**config.mk**
```make
export PLATFORM = sky130hd
export DESIGN_NAME = lsu_issue_queue_flat
export DESIGN_NICKNAME = d
export VERILOG_FILES = /design/src/rtl/rv32i_types_pkg.sv /design/src/rtl/lsu_issue_queue_if.sv /design/src/rtl/lsu_iq_operand.sv /design/src/rtl/lsu_issue_queue.sv /design/src/flat_wrapper.sv
export SDC_FILE = /design/constraint.sdc
export NUM_CORES = 1
export LEC_CHECK = 0
export CORE_ASPECT_RATIO = 2
export CORE_MARGIN = 2
export CORE_UTILIZATION = 50
export DETAILED_ROUTE_END_ITERATION = 12
export GPL_TIMING_DRIVEN = 0
export PLACE_DENSITY = 0.71
export SLEW_MARGIN = 10
export SYNTH_ARGS = -nofsm -noshare
export SYNTH_HDL_FRONTEND = slang
export SYNTH_SLANG_ARGS = --single-unit
```
**constraint.sdc**
```tcl
create_clock -name CLK -period 3.4 [get_ports CLK]
set_clock_uncertainty 0.15 [all_clocks]
set_input_delay 0.34 -clock CLK [delete_from_list [all_inputs] [get_ports CLK]]
set_output_delay 0.34 -clock CLK [all_outputs]
set_load 0.03 [all_outputs]
```
**src/rtl/rv32i_types_pkg.sv**
```systemverilog
// Shared RV32I core types used by the load-store issue path.
//   NUM_CB_ENTRY          : completion-buffer depth (sets the tag width)
//   lsu_control_signals_t : control bundle travelling with a memory op
//   lsu_iq_src_t          : one source operand slot {rdy, tag, data}
//   lsu_iq_entry_t        : full issue-queue entry layout
package rv32i_types_pkg;

  localparam int NUM_CB_ENTRY = 16;
  localparam int CB_IDX_W     = $clog2(NUM_CB_ENTRY);

  typedef struct packed {
    logic                is_load;
    logic                is_store;
    logic [2:0]          size;
    logic                sign_ext;
    logic [CB_IDX_W-1:0] cb_index;
  } lsu_control_signals_t;

  typedef struct packed {
    logic                rdy;
    logic [CB_IDX_W-1:0] tag;
    logic [31:0]         data;
  } lsu_iq_src_t;

  typedef struct packed {
    lsu_control_signals_t ctrl;
    logic [31:0]          pc;
    logic [31:0]          imm;
    lsu_iq_src_t          rs1;
    lsu_iq_src_t          rs2;
  } lsu_iq_entry_t;

endpackage

```
**src/rtl/lsu_issue_queue_if.sv**
```systemverilog
// Handshake bundle around the load-store issue queue.
//   dispatch side : disp_* in, disp_ready out
//   writeback     : wb_valid / wb_index / wb_data in
//   issue side    : busy_ls in, iss_* out
//   misc          : flush in, count out
// slave = the queue, master = its environment.
interface lsu_issue_queue_if #(
  parameter int DEPTH = 4,
  parameter int CB_W  = $clog2(rv32i_types_pkg::NUM_CB_ENTRY)
);
  import rv32i_types_pkg::*;

  logic                 flush;

  logic                 disp_valid;
  logic                 disp_ready;
  lsu_control_signals_t disp_ctrl;
  logic [31:0]          disp_pc;
  logic [31:0]          disp_imm;
  logic                 disp_rs1_rdy;
  logic [CB_W-1:0]      disp_rs1_tag;
  logic [31:0]          disp_rs1_data;
  logic                 disp_rs2_rdy;
  logic [CB_W-1:0]      disp_rs2_tag;
  logic [31:0]          disp_rs2_data;

  logic                 wb_valid;
  logic [CB_W-1:0]      wb_index;
  logic [31:0]          wb_data;

  logic                 busy_ls;
  logic                 iss_valid;
  lsu_control_signals_t iss_ctrl;
  logic [31:0]          iss_port_a;
  logic [31:0]          iss_port_b;
  logic [31:0]          iss_store_data;
  logic [31:0]          iss_pc;

  logic [$clog2(DEPTH):0] count;

  modport slave (
    input  flush, disp_valid, disp_ctrl, disp_pc, disp_imm,
           disp_rs1_rdy, disp_rs1_tag, disp_rs1_data,
           disp_rs2_rdy, disp_rs2_tag, disp_rs2_data,
           wb_valid, wb_index, wb_data, busy_ls,
    output disp_ready, iss_valid, iss_ctrl, iss_port_a, iss_port_b,
           iss_store_data, iss_pc, count
  );

  modport master (
    output flush, disp_valid, disp_ctrl, disp_pc, disp_imm,
           disp_rs1_rdy, disp_rs1_tag, disp_rs1_data,
           disp_rs2_rdy, disp_rs2_tag, disp_rs2_data,
           wb_valid, wb_index, wb_data, busy_ls,
    input  disp_ready, iss_valid, iss_ctrl, iss_port_a, iss_port_b,
           iss_store_data, iss_pc, count
  );

endinterface

```
**src/rtl/lsu_iq_operand.sv**
```systemverilog
// One source-operand slot of an issue-queue entry: holds rdy/tag/data and
// captures the writeback broadcast whose index matches its tag.
//   CLK, nRST            : clock, async active-low reset
//   clr_i                : flush, drops the ready bit
//   wr_i, wr_*_i         : dispatch write of this slot
//   wb_valid_i/index/data: writeback broadcast
//   rdy_o, data_o        : registered operand state
module lsu_iq_operand
  import rv32i_types_pkg::*;
#(
  parameter int CB_W = CB_IDX_W
) (
  input  logic            CLK,
  input  logic            nRST,
  input  logic            clr_i,
  input  logic            wr_i,
  input  logic            wr_rdy_i,
  input  logic [CB_W-1:0] wr_tag_i,
  input  logic [31:0]     wr_data_i,
  input  logic            wb_valid_i,
  input  logic [CB_W-1:0] wb_index_i,
  input  logic [31:0]     wb_data_i,
  output logic            rdy_o,
  output logic [31:0]     data_o
);

  logic            rdy_q, rdy_d;
  logic [CB_W-1:0] tag_q, tag_d;
  logic [31:0]     data_q, data_d;

  always_comb begin
    rdy_d  = rdy_q;
    tag_d  = tag_q;
    data_d = data_q;
    if (clr_i) begin
      rdy_d = 1'b0;
    end else if (wr_i) begin
      tag_d = wr_tag_i;
      if (wr_rdy_i) begin
        rdy_d  = 1'b1;
        data_d = wr_data_i;
      end else if (wb_valid_i && (wb_index_i == wr_tag_i)) begin
        // producer broadcasts in the same cycle the consumer is dispatched
        rdy_d  = 1'b1;
        data_d = wb_data_i;
      end else begin
        rdy_d  = 1'b0;
        data_d = wr_data_i;
      end
    end else if (!rdy_q && wb_valid_i && (wb_index_i == tag_q)) begin
      rdy_d  = 1'b1;
      data_d = wb_data_i;
    end
  end

  always_ff @(posedge CLK or negedge nRST) begin
    if (!nRST) begin
      rdy_q  <= 1'b0;
      tag_q  <= '0;
      data_q <= '0;
    end else begin
      rdy_q  <= rdy_d;
      tag_q  <= tag_d;
      data_q <= data_d;
    end
  end

  assign rdy_o  = rdy_q;
  assign data_o = data_q;

endmodule

```
**src/rtl/lsu_issue_queue.sv**
```systemverilog
// In-order issue queue in front of the load-store unit execute port.
// Buffers dispatched memory ops, wakes their sources from the writeback
// broadcast, and issues the head when both sources are ready and the LSU
// is free. Ops leave strictly in program order.
//   CLK  : clock
//   nRST : async active-low reset
//   bus  : lsu_issue_queue_if.slave (dispatch, writeback, issue, flush, count)
module lsu_issue_queue
  import rv32i_types_pkg::*;
#(
  parameter int DEPTH = 4,
  parameter int CB_W  = $clog2(NUM_CB_ENTRY)
) (
  input logic              CLK,
  input logic              nRST,
  lsu_issue_queue_if.slave bus
);

  localparam int PTR_W = $clog2(DEPTH);
  localparam int CNT_W = PTR_W + 1;

  logic [PTR_W-1:0] head_q, head_d;
  logic [PTR_W-1:0] tail_q, tail_d;
  logic [CNT_W-1:0] count_q, count_d;

  lsu_control_signals_t ctrl_q [DEPTH];
  logic [31:0]          pc_q   [DEPTH];
  logic [31:0]          imm_q  [DEPTH];

  logic        rs1_rdy  [DEPTH];
  logic [31:0] rs1_data [DEPTH];
  logic        rs2_rdy  [DEPTH];
  logic [31:0] rs2_data [DEPTH];

  logic disp_fire;
  logic iss_fire;

  // No pass-through when full: a same-cycle pop does not free a slot early.
  assign bus.disp_ready = (count_q != CNT_W'(DEPTH));
  assign disp_fire      = bus.disp_valid && bus.disp_ready && !bus.flush;
  assign iss_fire       = (count_q != '0) && rs1_rdy[head_q] && rs2_rdy[head_q]
                          && !bus.busy_ls && !bus.flush;

  for (genvar i = 0; i < DEPTH; i++) begin : g_ent
    logic wr_en;
    assign wr_en = disp_fire && (tail_q == PTR_W'(i));

    lsu_iq_operand #(.CB_W(CB_W)) u_rs1 (
      .CLK        (CLK),
      .nRST       (nRST),
      .clr_i      (bus.flush),
      .wr_i       (wr_en),
      .wr_rdy_i   (bus.disp_rs1_rdy),
      .wr_tag_i   (bus.disp_rs1_tag),
      .wr_data_i  (bus.disp_rs1_data),
      .wb_valid_i (bus.wb_valid),
      .wb_index_i (bus.wb_index),
      .wb_data_i  (bus.wb_data),
      .rdy_o      (rs1_rdy[i]),
      .data_o     (rs1_data[i])
    );

    lsu_iq_operand #(.CB_W(CB_W)) u_rs2 (
      .CLK        (CLK),
      .nRST       (nRST),
      .clr_i      (bus.flush),
      .wr_i       (wr_en),
      .wr_rdy_i   (bus.disp_rs2_rdy),
      .wr_tag_i   (bus.disp_rs2_tag),
      .wr_data_i  (bus.disp_rs2_data),
      .wb_valid_i (bus.wb_valid),
      .wb_index_i (bus.wb_index),
      .wb_data_i  (bus.wb_data),
      .rdy_o      (rs2_rdy[i]),
      .data_o     (rs2_data[i])
    );
  end

  always_comb begin
    head_d  = head_q;
    tail_d  = tail_q;
    count_d = count_q;
    if (bus.flush) begin
      head_d  = '0;
      tail_d  = '0;
      count_d = '0;
    end else begin
      if (disp_fire) tail_d = tail_q + PTR_W'(1);
      if (iss_fire)  head_d = head_q + PTR_W'(1);
      case ({disp_fire, iss_fire})
        2'b10:   count_d = count_q + CNT_W'(1);
        2'b01:   count_d = count_q - CNT_W'(1);
        default: count_d = count_q;
      endcase
    end
  end

  always_ff @(posedge CLK or negedge nRST) begin
    if (!nRST) begin
      head_q  <= '0;
      tail_q  <= '0;
      count_q <= '0;
      for (int i = 0; i < DEPTH; i++) begin
        ctrl_q[i] <= '0;
        pc_q[i]   <= '0;
        imm_q[i]  <= '0;
      end
    end else begin
      head_q  <= head_d;
      tail_q  <= tail_d;
      count_q <= count_d;
      if (disp_fire) begin
        ctrl_q[tail_q] <= bus.disp_ctrl;
        pc_q[tail_q]   <= bus.disp_pc;
        imm_q[tail_q]  <= bus.disp_imm;
      end
    end
  end

  // Issue outputs come straight from the head entry registers.
  assign bus.iss_valid      = iss_fire;
  assign bus.iss_ctrl       = ctrl_q[head_q];
  assign bus.iss_pc         = pc_q[head_q];
  assign bus.iss_port_a     = rs1_data[head_q];
  assign bus.iss_port_b     = imm_q[head_q];
  assign bus.iss_store_data = rs2_data[head_q];
  assign bus.count          = count_q;

endmodule

```
**src/flat_wrapper.sv**
```systemverilog
// flat-port wrapper written by rule: the top's interface ports become plain ports
module lsu_issue_queue_flat import rv32i_types_pkg::*;
#(
  parameter int DEPTH = 4,
  parameter int CB_W  = $clog2(NUM_CB_ENTRY)
)
  (CLK, nRST, bus_flush, bus_disp_valid, bus_disp_ctrl, bus_disp_pc, bus_disp_imm, bus_disp_rs1_rdy, bus_disp_rs1_tag, bus_disp_rs1_data, bus_disp_rs2_rdy, bus_disp_rs2_tag, bus_disp_rs2_data, bus_wb_valid, bus_wb_index, bus_wb_data, bus_busy_ls, bus_disp_ready, bus_iss_valid, bus_iss_ctrl, bus_iss_port_a, bus_iss_port_b, bus_iss_store_data, bus_iss_pc, bus_count);
  lsu_issue_queue_if #(.DEPTH(DEPTH), .CB_W(CB_W)) bus_i ();
  input logic CLK;
  input logic nRST;
  input wire logic [$bits(bus_i.flush)-1:0] bus_flush;
  input wire logic [$bits(bus_i.disp_valid)-1:0] bus_disp_valid;
  input wire logic [$bits(bus_i.disp_ctrl)-1:0] bus_disp_ctrl;
  input wire logic [$bits(bus_i.disp_pc)-1:0] bus_disp_pc;
  input wire logic [$bits(bus_i.disp_imm)-1:0] bus_disp_imm;
  input wire logic [$bits(bus_i.disp_rs1_rdy)-1:0] bus_disp_rs1_rdy;
  input wire logic [$bits(bus_i.disp_rs1_tag)-1:0] bus_disp_rs1_tag;
  input wire logic [$bits(bus_i.disp_rs1_data)-1:0] bus_disp_rs1_data;
  input wire logic [$bits(bus_i.disp_rs2_rdy)-1:0] bus_disp_rs2_rdy;
  input wire logic [$bits(bus_i.disp_rs2_tag)-1:0] bus_disp_rs2_tag;
  input wire logic [$bits(bus_i.disp_rs2_data)-1:0] bus_disp_rs2_data;
  input wire logic [$bits(bus_i.wb_valid)-1:0] bus_wb_valid;
  input wire logic [$bits(bus_i.wb_index)-1:0] bus_wb_index;
  input wire logic [$bits(bus_i.wb_data)-1:0] bus_wb_data;
  input wire logic [$bits(bus_i.busy_ls)-1:0] bus_busy_ls;
  output wire logic [$bits(bus_i.disp_ready)-1:0] bus_disp_ready;
  output wire logic [$bits(bus_i.iss_valid)-1:0] bus_iss_valid;
  output wire logic [$bits(bus_i.iss_ctrl)-1:0] bus_iss_ctrl;
  output wire logic [$bits(bus_i.iss_port_a)-1:0] bus_iss_port_a;
  output wire logic [$bits(bus_i.iss_port_b)-1:0] bus_iss_port_b;
  output wire logic [$bits(bus_i.iss_store_data)-1:0] bus_iss_store_data;
  output wire logic [$bits(bus_i.iss_pc)-1:0] bus_iss_pc;
  output wire logic [$bits(bus_i.count)-1:0] bus_count;
  assign bus_i.flush = bus_flush;
  assign bus_i.disp_valid = bus_disp_valid;
  assign bus_i.disp_ctrl = bus_disp_ctrl;
  assign bus_i.disp_pc = bus_disp_pc;
  assign bus_i.disp_imm = bus_disp_imm;
  assign bus_i.disp_rs1_rdy = bus_disp_rs1_rdy;
  assign bus_i.disp_rs1_tag = bus_disp_rs1_tag;
  assign bus_i.disp_rs1_data = bus_disp_rs1_data;
  assign bus_i.disp_rs2_rdy = bus_disp_rs2_rdy;
  assign bus_i.disp_rs2_tag = bus_disp_rs2_tag;
  assign bus_i.disp_rs2_data = bus_disp_rs2_data;
  assign bus_i.wb_valid = bus_wb_valid;
  assign bus_i.wb_index = bus_wb_index;
  assign bus_i.wb_data = bus_wb_data;
  assign bus_i.busy_ls = bus_busy_ls;
  assign bus_disp_ready = bus_i.disp_ready;
  assign bus_iss_valid = bus_i.iss_valid;
  assign bus_iss_ctrl = bus_i.iss_ctrl;
  assign bus_iss_port_a = bus_i.iss_port_a;
  assign bus_iss_port_b = bus_i.iss_port_b;
  assign bus_iss_store_data = bus_i.iss_store_data;
  assign bus_iss_pc = bus_i.iss_pc;
  assign bus_count = bus_i.count;
  lsu_issue_queue #(.DEPTH(DEPTH), .CB_W(CB_W)) u_core (.CLK(CLK), .nRST(nRST), .bus(bus_i));
endmodule
```
# ---- Word-level counts from Yosys, hierarchy flattened
# Index checks and enable logic that the tools add are counted.
dict set report word_totals {
  regBits 599
  input_bits 190
  word_cells 235
}
dict set report classes {
  addsub 4
  magnitude_cmp 3
  n_eq_ne 16
  n_mux 82
  n_bitwise 3
  reduce_logical 72
}
# cell n
set ops {}
lappend ops {{2-to-1 mux 32 bit} 29}
lappend ops {{binary-select mux 32 bit (select 2 bit)} 4}
lappend ops {{bitwise mux 128 bit} 2}
lappend ops {{demux 32 bit (select 2 bit)} 1}
lappend ops {{bitwise mux 40 bit} 1}
lappend ops {{== test 4 bit} 10}
lappend ops {{2-to-1 mux 1 bit} 32}
lappend ops {{2-to-1 mux 10 bit} 3}
lappend ops {{nonzero test 3 bit} 10}
lappend ops {{logical AND 1 bit} 29}
lappend ops {{AND reduction 2 bit} 12}
lappend ops {{binary-select mux 10 bit (select 2 bit)} 1}
lappend ops {{demux 10 bit (select 2 bit)} 1}
lappend ops {{nonzero test 2 bit} 10}
lappend ops {{zero test 1 bit} 10}
lappend ops {{2-to-1 mux 2 bit} 4}
lappend ops {{== test 2 bit, second input constant} 3}
lappend ops {{>= comparator 3 bit, second input constant} 2}
lappend ops {{NOT 2 -> 3 bit} 2}
lappend ops {{case mux 3 bit (2 select lines)} 1}
lappend ops {{adder 2 x 1 -> 2 bit, second input constant} 2}
lappend ops {{binary-select mux 1 bit (select 2 bit)} 2}
lappend ops {{== test 2 x 1 -> 1 bit, second input constant} 2}
lappend ops {{adder 3 x 1 -> 3 bit, second input constant} 1}
lappend ops {{6 further kinds} 6}

# ---- Depth between registers and ports, before layout
# Gate-level depths: netlist (run 1).
dict set report depth {
  depth_word 11
  mapped_depth 10
  depth_no_buf 9
}

# ---- By module
# From an unflattened synthesis (run 1), not the netlist that was laid out.
dict set report unflattened {
  hier_cells 2803
  area_unflattened_um2 36254.8
}
# mod instances cells_each area_per_inst_um2 seq_area_each_um2
set by_module_without_submodules {}
lappend by_module_without_submodules {lsu_iq_operand 8 241 2537.4 925.9}
lappend by_module_without_submodules {lsu_issue_queue 1 875 15955.3 7582.3}

# ---- Worst setup path before layout (run 1)
# OpenSTA, ideal clock, no wires.
dict set report synth_path {
  path_type {reg-to-reg}
  start {reg u_core.count_q[0] (netlist: u_core.bus.count[0])}
  end {reg u_core.count_q[2] (netlist: u_core.bus.count[2])}
  arrival_time_ps 2770
  required_ps 3178
  slack_ps 407
  path_stages_with_launch 10
  period_less_slack_ps 2993
  path_cell_list {dfrtp_1 nor3_1 a2111oi_2 nor2_2 nor2_1 and2_1 fa_1 or2_2 mux4_2 nor2_1}
}
dict set report synth_via {
  elab_chain_len 8
  word_cells_on_any_way 15
}
# item line_no
set synth_rtl {}
lappend synth_rtl {{start, declared} lsu_issue_queue.sv:24} ;# logic [CNT_W-1:0] count_q, count_d;
lappend synth_rtl {{start signal, assigned} lsu_issue_queue.sv:111} ;# count_q <= count_d;
lappend synth_rtl {{nonzero test 3 bit *} lsu_issue_queue.sv:41} ;# assign iss_fire = (count_q != '0) && rs1_rdy[head_q] && rs2_rdy[head_q]
lappend synth_rtl {{logical AND 1 bit * (2 in series)} lsu_issue_queue.sv:41}
lappend synth_rtl {{logical AND 1 bit * (2 in series)} lsu_issue_queue.sv:42} ;# && !bus.busy_ls && !bus.flush;
lappend synth_rtl {{net bus_iss_valid} flat_wrapper.sv:27} ;# output wire logic [$bits(bus_i.iss_valid)-1:0] bus_iss_valid;
lappend synth_rtl {{== test 2 x 1 -> 1 bit or == test 2 bit (tied branches)} lsu_issue_queue.sv:90} ;# case ({disp_fire, iss_fire})
lappend synth_rtl {{case mux 3 bit (2 select lines)} lsu_issue_queue.sv:90}
lappend synth_rtl {{2-to-1 mux 3 bit} lsu_issue_queue.sv:83} ;# if (bus.flush) begin
# Mark *: on every way through the listed nets, which the timed path passes. The rest lies on a longest branch.
# A chain may end at the register's enable or synchronous reset.

# ---- Worst setup path after layout (run 1)
dict set report layout_path {
  start {reg u_core.head_q[0]}
  end {out bus_iss_ctrl[6]}
}
dict set report layout_via {
  elab_chain_len 4
}
# item line_no
set layout_rtl {}
lappend layout_rtl {{start, declared} lsu_issue_queue.sv:22} ;# logic [PTR_W-1:0] head_q, head_d;
lappend layout_rtl {{start signal, assigned} lsu_issue_queue.sv:100} ;# head_q <= '0;
lappend layout_rtl {{start signal, assigned} lsu_issue_queue.sv:109} ;# head_q <= head_d;
lappend layout_rtl {{NOT 2 -> 3 bit (implied by the code)} lsu_issue_queue.sv:122} ;# assign bus.iss_ctrl = ctrl_q[head_q];
lappend layout_rtl {{binary-select mux 10 bit (select 2 bit)} lsu_issue_queue.sv:122}
lappend layout_rtl {{2-to-1 mux 10 bit (implied by the code) (2 in series)} lsu_issue_queue.sv:122}
lappend layout_rtl {{end, declared} flat_wrapper.sv:28} ;# output wire logic [$bits(bus_i.iss_ctrl)-1:0] bus_iss_ctrl;
# Every way passes these cells. The select of a mux whose other input is x is not followed.

==> results of run 1 <==
metrics by stage:
step / TNS (ns) / hold WS, ns / cell area, sq um / setup slack, ns
after floorplan: 0 / -0.106 / 28900 / 0.407
after global placement: - / 0.302 / 32800 / -23.70
after detailed placement: -16.19 / 0.297 / 33000 / -0.341
after CTS: 0 / 0.00686 / 35100 / 0.000801
after global routing: 0 / 0.0323 / 35300 / 0.00209
final: 0 / 0.0405 / 35300 / 0.0935
cells in the final DEF (no fill, tap or decap), types with 4 or more instances in the layout:
cell type | Yosys | layout
sky130_fd_sc_hd__mux4_2 | 139 | 139
sky130_fd_sc_hd__o21ai_1 | 103 | 103
sky130_fd_sc_hd__mux2i_1 | 193 | 193
sky130_fd_sc_hd__clkbuf_2 | 8 | 10
sky130_fd_sc_hd__buf_16 | 0 | 5
sky130_fd_sc_hd__a211oi_1 | 6 | 6
sky130_fd_sc_hd__nand3_1 | 8 | 8
sky130_fd_sc_hd__dlygate4sd3_1 | 0 | 21
sky130_fd_sc_hd__dlygate4sd2_1 | 0 | 25
sky130_fd_sc_hd__a311oi_1 | 6 | 6
sky130_fd_sc_hd__clkbuf_8 | 0 | 16
sky130_fd_sc_hd__xnor2_1 | 21 | 21
sky130_fd_sc_hd__buf_1 | 14 | 4
sky130_fd_sc_hd__nor2b_1 | 4 | 4
sky130_fd_sc_hd__buf_6 | 18 | 24
sky130_fd_sc_hd__dlymetal6s2s_1 | 0 | 64
sky130_fd_sc_hd__nor2_1 | 22 | 22
sky130_fd_sc_hd__ha_1 | 4 | 4
sky130_fd_sc_hd__dfrtp_1 | 599 | 599
sky130_fd_sc_hd__diode_2 | 0 | 7
sky130_fd_sc_hd__buf_2 | 100 | 96
sky130_fd_sc_hd__buf_4 | 17 | 25
sky130_fd_sc_hd__clkbuf_16 | 0 | 53
sky130_fd_sc_hd__o22ai_1 | 25 | 25
sky130_fd_sc_hd__clkdlybuf4s50_1 | 0 | 204
sky130_fd_sc_hd__clkbuf_1 | 70 | 75
sky130_fd_sc_hd__clkinv_2 | 0 | 6
sky130_fd_sc_hd__a41oi_4 | 6 | 6
sky130_fd_sc_hd__nor3_1 | 10 | 9
sky130_fd_sc_hd__bufinv_16 | 0 | 7
sky130_fd_sc_hd__inv_1 | 35 | 35
sky130_fd_sc_hd__a21oi_1 | 29 | 29
sky130_fd_sc_hd__a221o_1 | 39 | 39
sky130_fd_sc_hd__and3_1 | 39 | 39
sky130_fd_sc_hd__xor2_1 | 22 | 22
sky130_fd_sc_hd__nand2_1 | 1180 | 1180
sky130_fd_sc_hd__o21ai_0 | 93 | 93
state kept, by name, summed over array words and instances, names as in the netlist:
register,cells
u_core.g_ent.u_rs2.rdy_o,4
u_core.imm_q,128
u_core.pc_q,128
u_core.g_ent.u_rs2.data_o,128
u_core.bus.count,3
u_core.head_q,2
u_core.ctrl_q,40
u_core.g_ent.u_rs2.tag_q,16
u_core.tail_q,2
u_core.g_ent.u_rs1.rdy_o,4
u_core.g_ent.u_rs1.data_o,128
u_core.g_ent.u_rs1.tag_q,16
final timing paths:
| kind | startpoint | end | slack, ns | depth (start not counted) |
|---|---|---|---|---|
| max in group asynchronous | nRST | u_core.imm_q[36]$_DFFE_PN0P_ | 0.84 | 5 |
| worst max-delay path | u_core.head_q[0]$_DFFE_PN0P_ | bus_iss_ctrl[6] | 0.09 | 4 |
| worst min register to register | u_core.imm_q[5]$_DFFE_PN0P_ | u_core.imm_q[5]$_DFFE_PN0P_ | 0.32 | 2 |
| worst min-delay path | bus_wb_data[13] | u_core.g_ent[2].u_rs2.data_o[13]$_DFFE_PN0P_ | 0.04 | 3 |
| worst max register to register | u_core.bus.count[0]$_DFFE_PN0P_ | u_core.bus.count[2]$_DFFE_PN0P_ | 0.40 | 9 |
| min in group asynchronous | nRST | u_core.pc_q[37]$_DFFE_PN0P_ | 0.18 | 2 |
repair_timing:
action,4_1_cts,5_1_grt
hold buffers,21,0
setup endpoints to repair,129,78
endpoints found under the hold margin,120,0
gates resized for setup,69,69
critical path, stage by stage, from the launching register on:
cell                              delay [ns]
sky130_fd_sc_hd__dfrtp_1                0.48
sky130_fd_sc_hd__buf_6                  0.28
sky130_fd_sc_hd__buf_6                  0.25
sky130_fd_sc_hd__mux4_2                 0.57
sky130_fd_sc_hd__clkdlybuf4s50_1        0.62
per-layer routing:
layer | up-vias | GRT usage
li1 | 10292 | -
met3 | 295 | 0.0745
met4 | 10 | 0.167
met2 | 1029 | 0.559
met1 | 11781 | 0.342
met5 | - | 0
final cells by class:
type | instances | area share
plain buffers | 226 | 0.0362
flip-flops and latches | 599 | 0.425
clock inverters | 19 | 0.00851
repair buffers | 320 | 0.0970
inverters | 35 | 0.00372
multi-input cells | 1981 | 0.358
diodes | 7 | 0.000496
clock buffers | 80 | 0.0447
well taps | 756 | 0.0268
power breakdown:
part           internal (mW)  leakage (nW)  switching, mW
clock network           3.75         0.917           2.85
registers               9.54          7.61           1.39
logic                   2.87          9.30           3.53
cell families after synthesis:
kind of cell,count (synthesis),synth area share
muxes,333,0.175
and+or+nand+nor,1280,0.173
AOI/OAI and AO/OA,320,0.0724
xor gates and xnor gates,43,0.0130
adders and majority gates,5,0.00242
DFF,599,0.518
buffers and inverters,262,0.0455
==> summary.json, run 1 <==
{
  "routabilityCongestion": {"value": 0.885},
  "dp.final_hpwl": {"value": 67.1, "unit": "mm"},
  "tritoncts.num_buffers": {"value": 53},
  "antenna_found_initial": {"value": 13},
  "ff_latch_area": {"value": 15000, "unit": "sq um"},
  "die-width": {"value": 174, "unit": "microns"},
  "criticalPathCategory": {"value": "register to output pin"},
  "final_core_util": {"value": 0.617},
  "synth_seq_cells": {"value": 599},
  "fp.dieH": {"value": 344, "unit": "microns"},
  "core-area": {"value": 57200, "unit": "sq um"},
  "post-cts-setup-buffers": {"value": 0},
  "distinct_cell_type_count_of_the_synthesized_netlist": {"value": 48},
  "ratio_of_cells_with_drive_above_1_in_the_final_layout": {"value": 0.128},
  "synth_seq_area_share": {"value": 0.518},
  "groute.usage.overall": {"value": 0.312},
  "drt_first_iter_violations": {"value": 1860},
  "grt.overflow.total": {"value": 0},
  "finalNonFillerCells": {"value": 4023},
  "floorplan.initialDensity": {"value": 0.505},
  "filler_cell_count": {"value": 4666},
  "netlist.top_cell.by_area": {"value": "sky130_fd_sc_hd__dfrtp_1"},
  "synth_commonest_cells": {"value": "sky130_fd_sc_hd__nand2_1, sky130_fd_sc_hd__dfrtp_1, sky130_fd_sc_hd__mux2i_1, sky130_fd_sc_hd__mux4_2, sky130_fd_sc_hd__o21ai_1"},
  "asyncSetResetFlopFracSynth": {"value": 1.00},
  "synth_edf_count": {"value": 0},
  "htree_num_levels": {"value": 2},
  "die_area": {"value": 59900, "unit": "sq um"},
  "max_capacitance_violation_count": {"value": 0},
  "final_max_slew_viol_count": {"value": 0},
  "nets": {"value": 3411},
  "remaining_drc_errors": {"value": 0},
  "setup_viol": {"value": 0},
  "min_period": {"value": 3.31, "unit": "ns"},
  "clock_path_buffers": {"value": 3},
  "grt_pass1_wl": {"value": 143, "unit": "mm"},
  "power-per-cell-area": {"value": 678, "unit": "nW/um^2"},
  "multi_input_comb_area": {"value": 12600, "unit": "sq um"},
  "synth.yosys.warnings": {"value": 0},
  "number_of_ports_placed_on_the_die_boundary": {"value": 333},
  "detail_route.wirelength": {"value": 93.0, "unit": "mm"},
  "synth_fp_nets": {"value": 3037},
  "detail-route-antenna-nets": {"value": 0},
  "total_number_of_vias": {"value": 23407},
  "routed-wl-met2": {"value": 48.5, "unit": "mm"},
  "detailroute.wirelength.met3": {"value": 7.00, "unit": "mm"},
  "hp-class": {"value": "input pin to register"},
  "min_period_over_period": {"value": 0.973},
  "post_synth.cell_area_avg": {"value": 10.2, "unit": "sq um"},
  "required_worst_endpoint": {"value": 2.91, "unit": "ns"},
  "detail_route.wirelength.met1": {"value": 32.3, "unit": "mm"},
  "hold_viol_final": {"value": 0},
  "category_of_the_worst_setup_path_launch_point": {"value": "register"},
  "cts_tree": {"value": "built"},
  "dp_cells": {"value": 3897},
  "cts_num_sinks": {"value": 599},
  "detail_route.first_pass.iterations": {"value": 6},
  "core.rowCount": {"value": 124},
  "synth-main-ff-cell": {"value": "sky130_fd_sc_hd__dfrtp_1"},
  "maximum_resistive_drop_on_vdd": {"value": 0.000543, "unit": "V"},
  "status": {"value": "completed"},
  "worst_max_slew_pin_slew": {"value": 0.977, "unit": "ns"},
  "critical_path_arrival": {"value": 2.82, "unit": "ns"},
  "vias_cell": {"value": 5.82},
  "max_freq": {"value": 302, "unit": "MHz"},
  "area.growth.synth_to_final": {"value": 22.0, "unit": "%"},
  "yosysTopAreaCellShare": {"value": 0.518},
  "synth.cell_area": {"value": 28900, "unit": "sq um"},
  "insertion_delay": {"value": 0.62, "unit": "ns"},
  "number_of_global_route_vias_before_repair": {"value": 25043},
  "max_slew_margin": {"value": 0.349},
  "critPathMaxFanout": {"value": 10},
  "port_buffers": {"value": 294},
  "postSynthCellCount": {"value": 2842},
  "grt_start_max_net_pins": {"value": 112},
  "wl_per_cell": {"value": 23.1, "unit": "microns"},
  "cts_root_buffer": {"value": "sky130_fd_sc_hd__clkbuf_16"},
  "top_layer_used": {"value": "met5"},
  "synth_most_common_cell": {"value": "sky130_fd_sc_hd__nand2_1"},
  "power_leakage": {"value": 17.8, "unit": "nW"},
  "yosys-top-cells-area": {"value": "sky130_fd_sc_hd__dfrtp_1, sky130_fd_sc_hd__nand2_1, sky130_fd_sc_hd__mux4_2"},
  "rsz0062_at_grt": {"value": "false"},
  "clkTransAtPathRegs": {"value": 0.07, "unit": "ns"},
  "worst_setup_path_end_kind": {"value": "output pin"},
  "totalPowerFinal": {"value": 23.9, "unit": "mW"}
}
No activity file was read; power rests on OpenSTA's default activity.
==> run 2, diff against run 1 <==
--- a/config.mk
+++ b/config.mk
@@ -5,12 +5,11 @@
 export SDC_FILE = /design/constraint.sdc
 export NUM_CORES = 1
 export LEC_CHECK = 0
-export CORE_ASPECT_RATIO = 2
 export CORE_MARGIN = 2
-export CORE_UTILIZATION = 50
+export CORE_UTILIZATION = 40
 export DETAILED_ROUTE_END_ITERATION = 12
 export GPL_TIMING_DRIVEN = 0
-export PLACE_DENSITY = 0.71
+export PLACE_DENSITY = 0.59
 export SLEW_MARGIN = 10
 export SYNTH_ARGS = -nofsm -noshare
 export SYNTH_HDL_FRONTEND = slang
==> run 2 against run 1 <==
Compared with the run above:
- count of clock-buffer cells in the layout up 27
- fmax down 1.2%
- total power up 3.6%
- sequential share of layout area down 0.58 points
- combinational power about the same
- sequential power about the same
- critical path type unchanged
- highest routed layer unchanged
==> summary.json, run 2 (same netlist as run 1, synthesis figures left out) <==
{
  "worstReg2RegEnd": {"value": "u_core.bus.count[2]$_DFFE_PN0P_", "change": "unchanged"},
  "antenna_found_initial": {"value": 14, "change": "was 13"},
  "ratio_of_cells_with_drive_above_1_in_the_final_layout": {"value": 0.132, "change": "was 0.128"},
  "ff_latch_area": {"value": 15000, "unit": "sq um", "change": "about the same"},
  "worstSetupStartpoint": {"value": "u_core.head_q[0]$_DFFE_PN0P_", "change": "unchanged"},
  "power_switching": {"value": 8.07, "unit": "mW", "change": "was 7.76 mW"},
  "core.rowCount": {"value": 98, "change": "was 124"},
  "floorplan.initialDensity": {"value": 0.404, "change": "was 0.505"},
  "routabilityCongestion": {"value": 0.862, "change": "was 0.885"},
  "cell_internal_power": {"value": 16.7, "unit": "mW", "change": "was 16.2 mW"},
  "insertion_delay": {"value": 0.62, "unit": "ns", "change": "about the same"},
  "criticalPathCategory": {"value": "register to output pin", "change": "unchanged"},
  "hold_viol_final": {"value": 0, "change": "unchanged"},
  "timing.critical_path.max_delay_family": {"value": "buffers and inverters", "change": "unchanged"},
  "mostFrequentLayoutCell": {"value": "sky130_fd_sc_hd__nand2_1", "change": "unchanged"},
  "die_area": {"value": 74500, "unit": "sq um", "change": "was 59900 sq um"},
  "totalPowerFinal": {"value": 24.8, "unit": "mW", "change": "was 23.9 mW"},
  "combinationalPowerShare": {"value": 0.259, "change": "was 0.267"},
  "required_worst_endpoint": {"value": 2.91, "unit": "ns", "change": "about the same"},
  "worstPathCellList": {"value": "clkbuf_8 -> buf_4 -> mux4_2 -> clkdlybuf4s50_1", "change": "was buf_6 -> buf_6 -> mux4_2 -> clkdlybuf4s50_1"},
  "cts_root_buffer": {"value": "sky130_fd_sc_hd__clkbuf_16", "change": "unchanged"},
  "min_period_over_period": {"value": 0.984, "change": "was 0.973"},
  "grt_pass1_wl": {"value": 149, "unit": "mm", "change": "was 143 mm"},
  "rsz0062_at_grt": {"value": "true", "change": "was false"},
  "tritoncts.num_buffers": {"value": 71, "change": "was 53"},
  "hp-class": {"value": "input pin to asynchronous set/reset pin", "change": "was input pin to register"},
  "wl_per_cell": {"value": 23.2, "unit": "microns", "change": "was 23.1 microns"},
  "critical_path_arrival": {"value": 2.86, "unit": "ns", "change": "was 2.82 ns"},
  "final_cell_area": {"value": 35800, "unit": "sq um", "change": "was 35300 sq um"},
  "critPathMaxFanout": {"value": 10, "change": "unchanged"},
  "number_of_global_route_vias_before_repair": {"value": 24170, "change": "was 25.0k"},
  "final_max_slew_viol_count": {"value": 0, "change": "unchanged"},
  "power-per-cell-area": {"value": 692, "unit": "nW/um^2", "change": "was 678 nW/um^2"},
  "pwr-share-clk": {"value": 0.301, "change": "was 0.276"},
  "port_buffers": {"value": 294, "change": "unchanged"},
  "detail_route.wirelength": {"value": 98.5, "unit": "mm", "change": "was 93.0 mm"},
  "area.growth.synth_to_final": {"value": 23.7, "unit": "%", "change": "was 22.0%"},
  "worst_max_slew_pin_slew": {"value": 1.07, "unit": "ns", "change": "was 0.977 ns"},
  "htree_num_levels": {"value": 3, "change": "was 2"},
  "drt_first_iter_violations": {"value": 2274, "change": "was 1860"},
  "number_of_ports_placed_on_the_die_boundary": {"value": 333, "change": "unchanged"},
  "pwr-share-seq": {"value": 0.439, "change": "was 0.457"},
  "crit-reg2reg-launch": {"value": "u_core.bus.count[0]$_DFFE_PN0P_", "change": "unchanged"},
  "power_leakage": {"value": 17.5, "unit": "nW", "change": "was 17.8 nW"},
  "die-width": {"value": 273, "unit": "microns", "change": "was 174 microns"},
  "dp.final_hpwl": {"value": 66.6, "unit": "mm", "change": "was 67.1 mm"},
  "remaining_drc_errors": {"value": 0, "change": "unchanged"},
  "fp.dieH": {"value": 273, "unit": "microns", "change": "was 344 microns"},
  "core-area": {"value": 71600, "unit": "sq um", "change": "was 57200 sq um"},
  "groute.usage.overall": {"value": 0.264, "change": "was 0.312"},
  "rr_worst_depth": {"value": 9, "change": "unchanged"},
  "detailed_place.area": {"value": 33200, "unit": "sq um", "change": "was 33000 sq um"},
  "clock_path_buffers": {"value": 3, "change": "unchanged"},
  "detail_route.first_pass.iterations": {"value": 6, "change": "unchanged"},
  "max_slew_margin": {"value": 0.288, "change": "was 0.349"},
  "filler_cell_count": {"value": 6578, "change": "was 4666"},
  "path_buf_inv": {"value": 3, "change": "unchanged"},
  "crit_slowest_cell": {"value": "sky130_fd_sc_hd__clkdlybuf4s50_1", "change": "unchanged"},
  "nets": {"value": 3430, "change": "was 3411"},
  "cts_tree": {"value": "built", "change": "unchanged"},
  "delay_of_the_slowest_cell_on_the_worst_path": {"value": 0.62, "unit": "ns", "change": "about the same"},
  "cts_num_sinks": {"value": 599, "change": "unchanged"},
  "detail-route-antenna-nets": {"value": 0, "change": "unchanged"},
  "multi_input_comb_area": {"value": 12600, "unit": "sq um", "change": "about the same"},
  "min_period": {"value": 3.35, "unit": "ns", "change": "was 3.31 ns"},
  "mostFrequentLayoutCells": {"value": "sky130_fd_sc_hd__nand2_1, sky130_fd_sc_hd__dfrtp_1, sky130_fd_sc_hd__clkdlybuf4s50_1, sky130_fd_sc_hd__mux2i_1, sky130_fd_sc_hd__mux4_2", "change": "unchanged"},
  "timing.setup.tns": {"value": 0, "unit": "ns", "change": "unchanged"},
  "grt_start_max_net_pins": {"value": 111, "change": "was 112"},
  "total_number_of_vias": {"value": 23399, "change": "about the same"},
  "worst_setup_path_end_kind": {"value": "output pin", "change": "unchanged"},
  "max_freq": {"value": 299, "unit": "MHz", "change": "was 302 MHz"},
  "setup_viol": {"value": 0, "change": "unchanged"},
  "max_capacitance_violation_count": {"value": 0, "change": "unchanged"},
  "vias_cell": {"value": 5.51, "change": "was 5.82"},
  "clkTransAtPathRegs": {"value": 0.06, "unit": "ns", "change": "was 0.07 ns"},
  "category_of_the_worst_setup_path_launch_point": {"value": "register", "change": "unchanged"},
  "r2r_slack": {"value": 0.12, "unit": "ns", "change": "was 0.40 ns"},
  "grt.overflow.total": {"value": 0, "change": "unchanged"},
  "switching_share": {"value": 0.326, "change": "was 0.325"},
  "maximum_resistive_drop_on_vdd": {"value": 0.000357, "unit": "V", "change": "was 0.000543 V"},
  "status": {"value": "completed", "change": "unchanged"}
}
[run 2: cell types whose count changed in the layout (fill, tap and decap cells not counted), moves of 2 or more]
| cell | delta |
|---|---|
| sky130_fd_sc_hd__dlymetal6s2s_1 | -47 |
| sky130_fd_sc_hd__clkdlybuf4s50_1 | +25 |
| sky130_fd_sc_hd__dlygate4sd2_1 | +22 |
| sky130_fd_sc_hd__clkbuf_16 | +18 |
| sky130_fd_sc_hd__clkbuf_1 | +11 |
| sky130_fd_sc_hd__bufinv_16 | -5 |
| sky130_fd_sc_hd__clkinv_8 | +4 |
| sky130_fd_sc_hd__buf_6 | -2 |
| sky130_fd_sc_hd__clkbuf_8 | -2 |
[run 2: routing by layer]
layer	GRT usage	part of all wire
met1	0.345	0.41
met2	0.437	0.49
met3	0.0504	0.070
met4	0.100	0.034
met5	0	0.0013
[run 2: metrics by stage]
stage	util	setup slack, ns	instances	hold WS, ns
floorplan	-	0.407	2842	-0.106
global placement	0.462	-24.68	4086	0.301
detailed placement	0.464	-0.627	4092	0.0727
CTS	0.499	-0.00503	4238	0.00192
global route	0.500	-0.0191	4241	0.0341
finish	0.500	0.0533	4244	0.0217
[run 2: worst max path at each step]
stage               depth (start not counted)                              end
floorplan                                   9  u_core.bus.count[2]$_DFFE_PN0P_
global placement                            1     u_core.pc_q[109]$_DFFE_PN0P_
detailed placement                          5               bus_iss_port_a[30]
CTS                                         4                bus_iss_port_a[5]
global route                                4                   bus_iss_pc[25]
finish                                      4                   bus_iss_pc[28]
[run 2: final cells by class]
type	instances	share of cell area
Clock buffer	107	0.0570
Multi-Input combinational cell	1981	0.353
Antenna cell	6	0.000419
Tap cell	950	0.0332
Buffer	226	0.0354
Sequential cell	599	0.419
Clock inverter	19	0.00584
Timing Repair Buffer	321	0.0924
Inverter	35	0.00367
[run 2: power by group through the flow]
stage / clock (mW) / combinational (mW) / sequential [mW]
final: 7.47 / 6.43 / 10.9
after global routing: 7.90 / 7.03 / 11.1
after CTS: 7.60 / 6.47 / 10.8
after detailed placement: 0 / 6.52 / 11.0
after global placement: 0 / 6.30 / 10.9
after floorplan: 0 / 4.28 / 10.5
[run 2: repair_timing]
action	in CTS	in global routing
resized for setup	92	18
buffers inserted	0	0
hold endpoints to repair	241	0
setup endpoints to repair	138	27
hold buffers	21	0
[run 2: worst register-to-register path, stage by stage, from the launching register on]
cell	delay, ns
sky130_fd_sc_hd__dfrtp_1	0.45
sky130_fd_sc_hd__nor3_1	0.61
sky130_fd_sc_hd__a2111oi_4	0.14
sky130_fd_sc_hd__nor2_2	0.30
sky130_fd_sc_hd__nor2_1	0.10
sky130_fd_sc_hd__and2_1	0.16
sky130_fd_sc_hd__fa_1	0.41
sky130_fd_sc_hd__or2_2	0.31
sky130_fd_sc_hd__mux4_2	0.47
sky130_fd_sc_hd__nor2_1	0.11
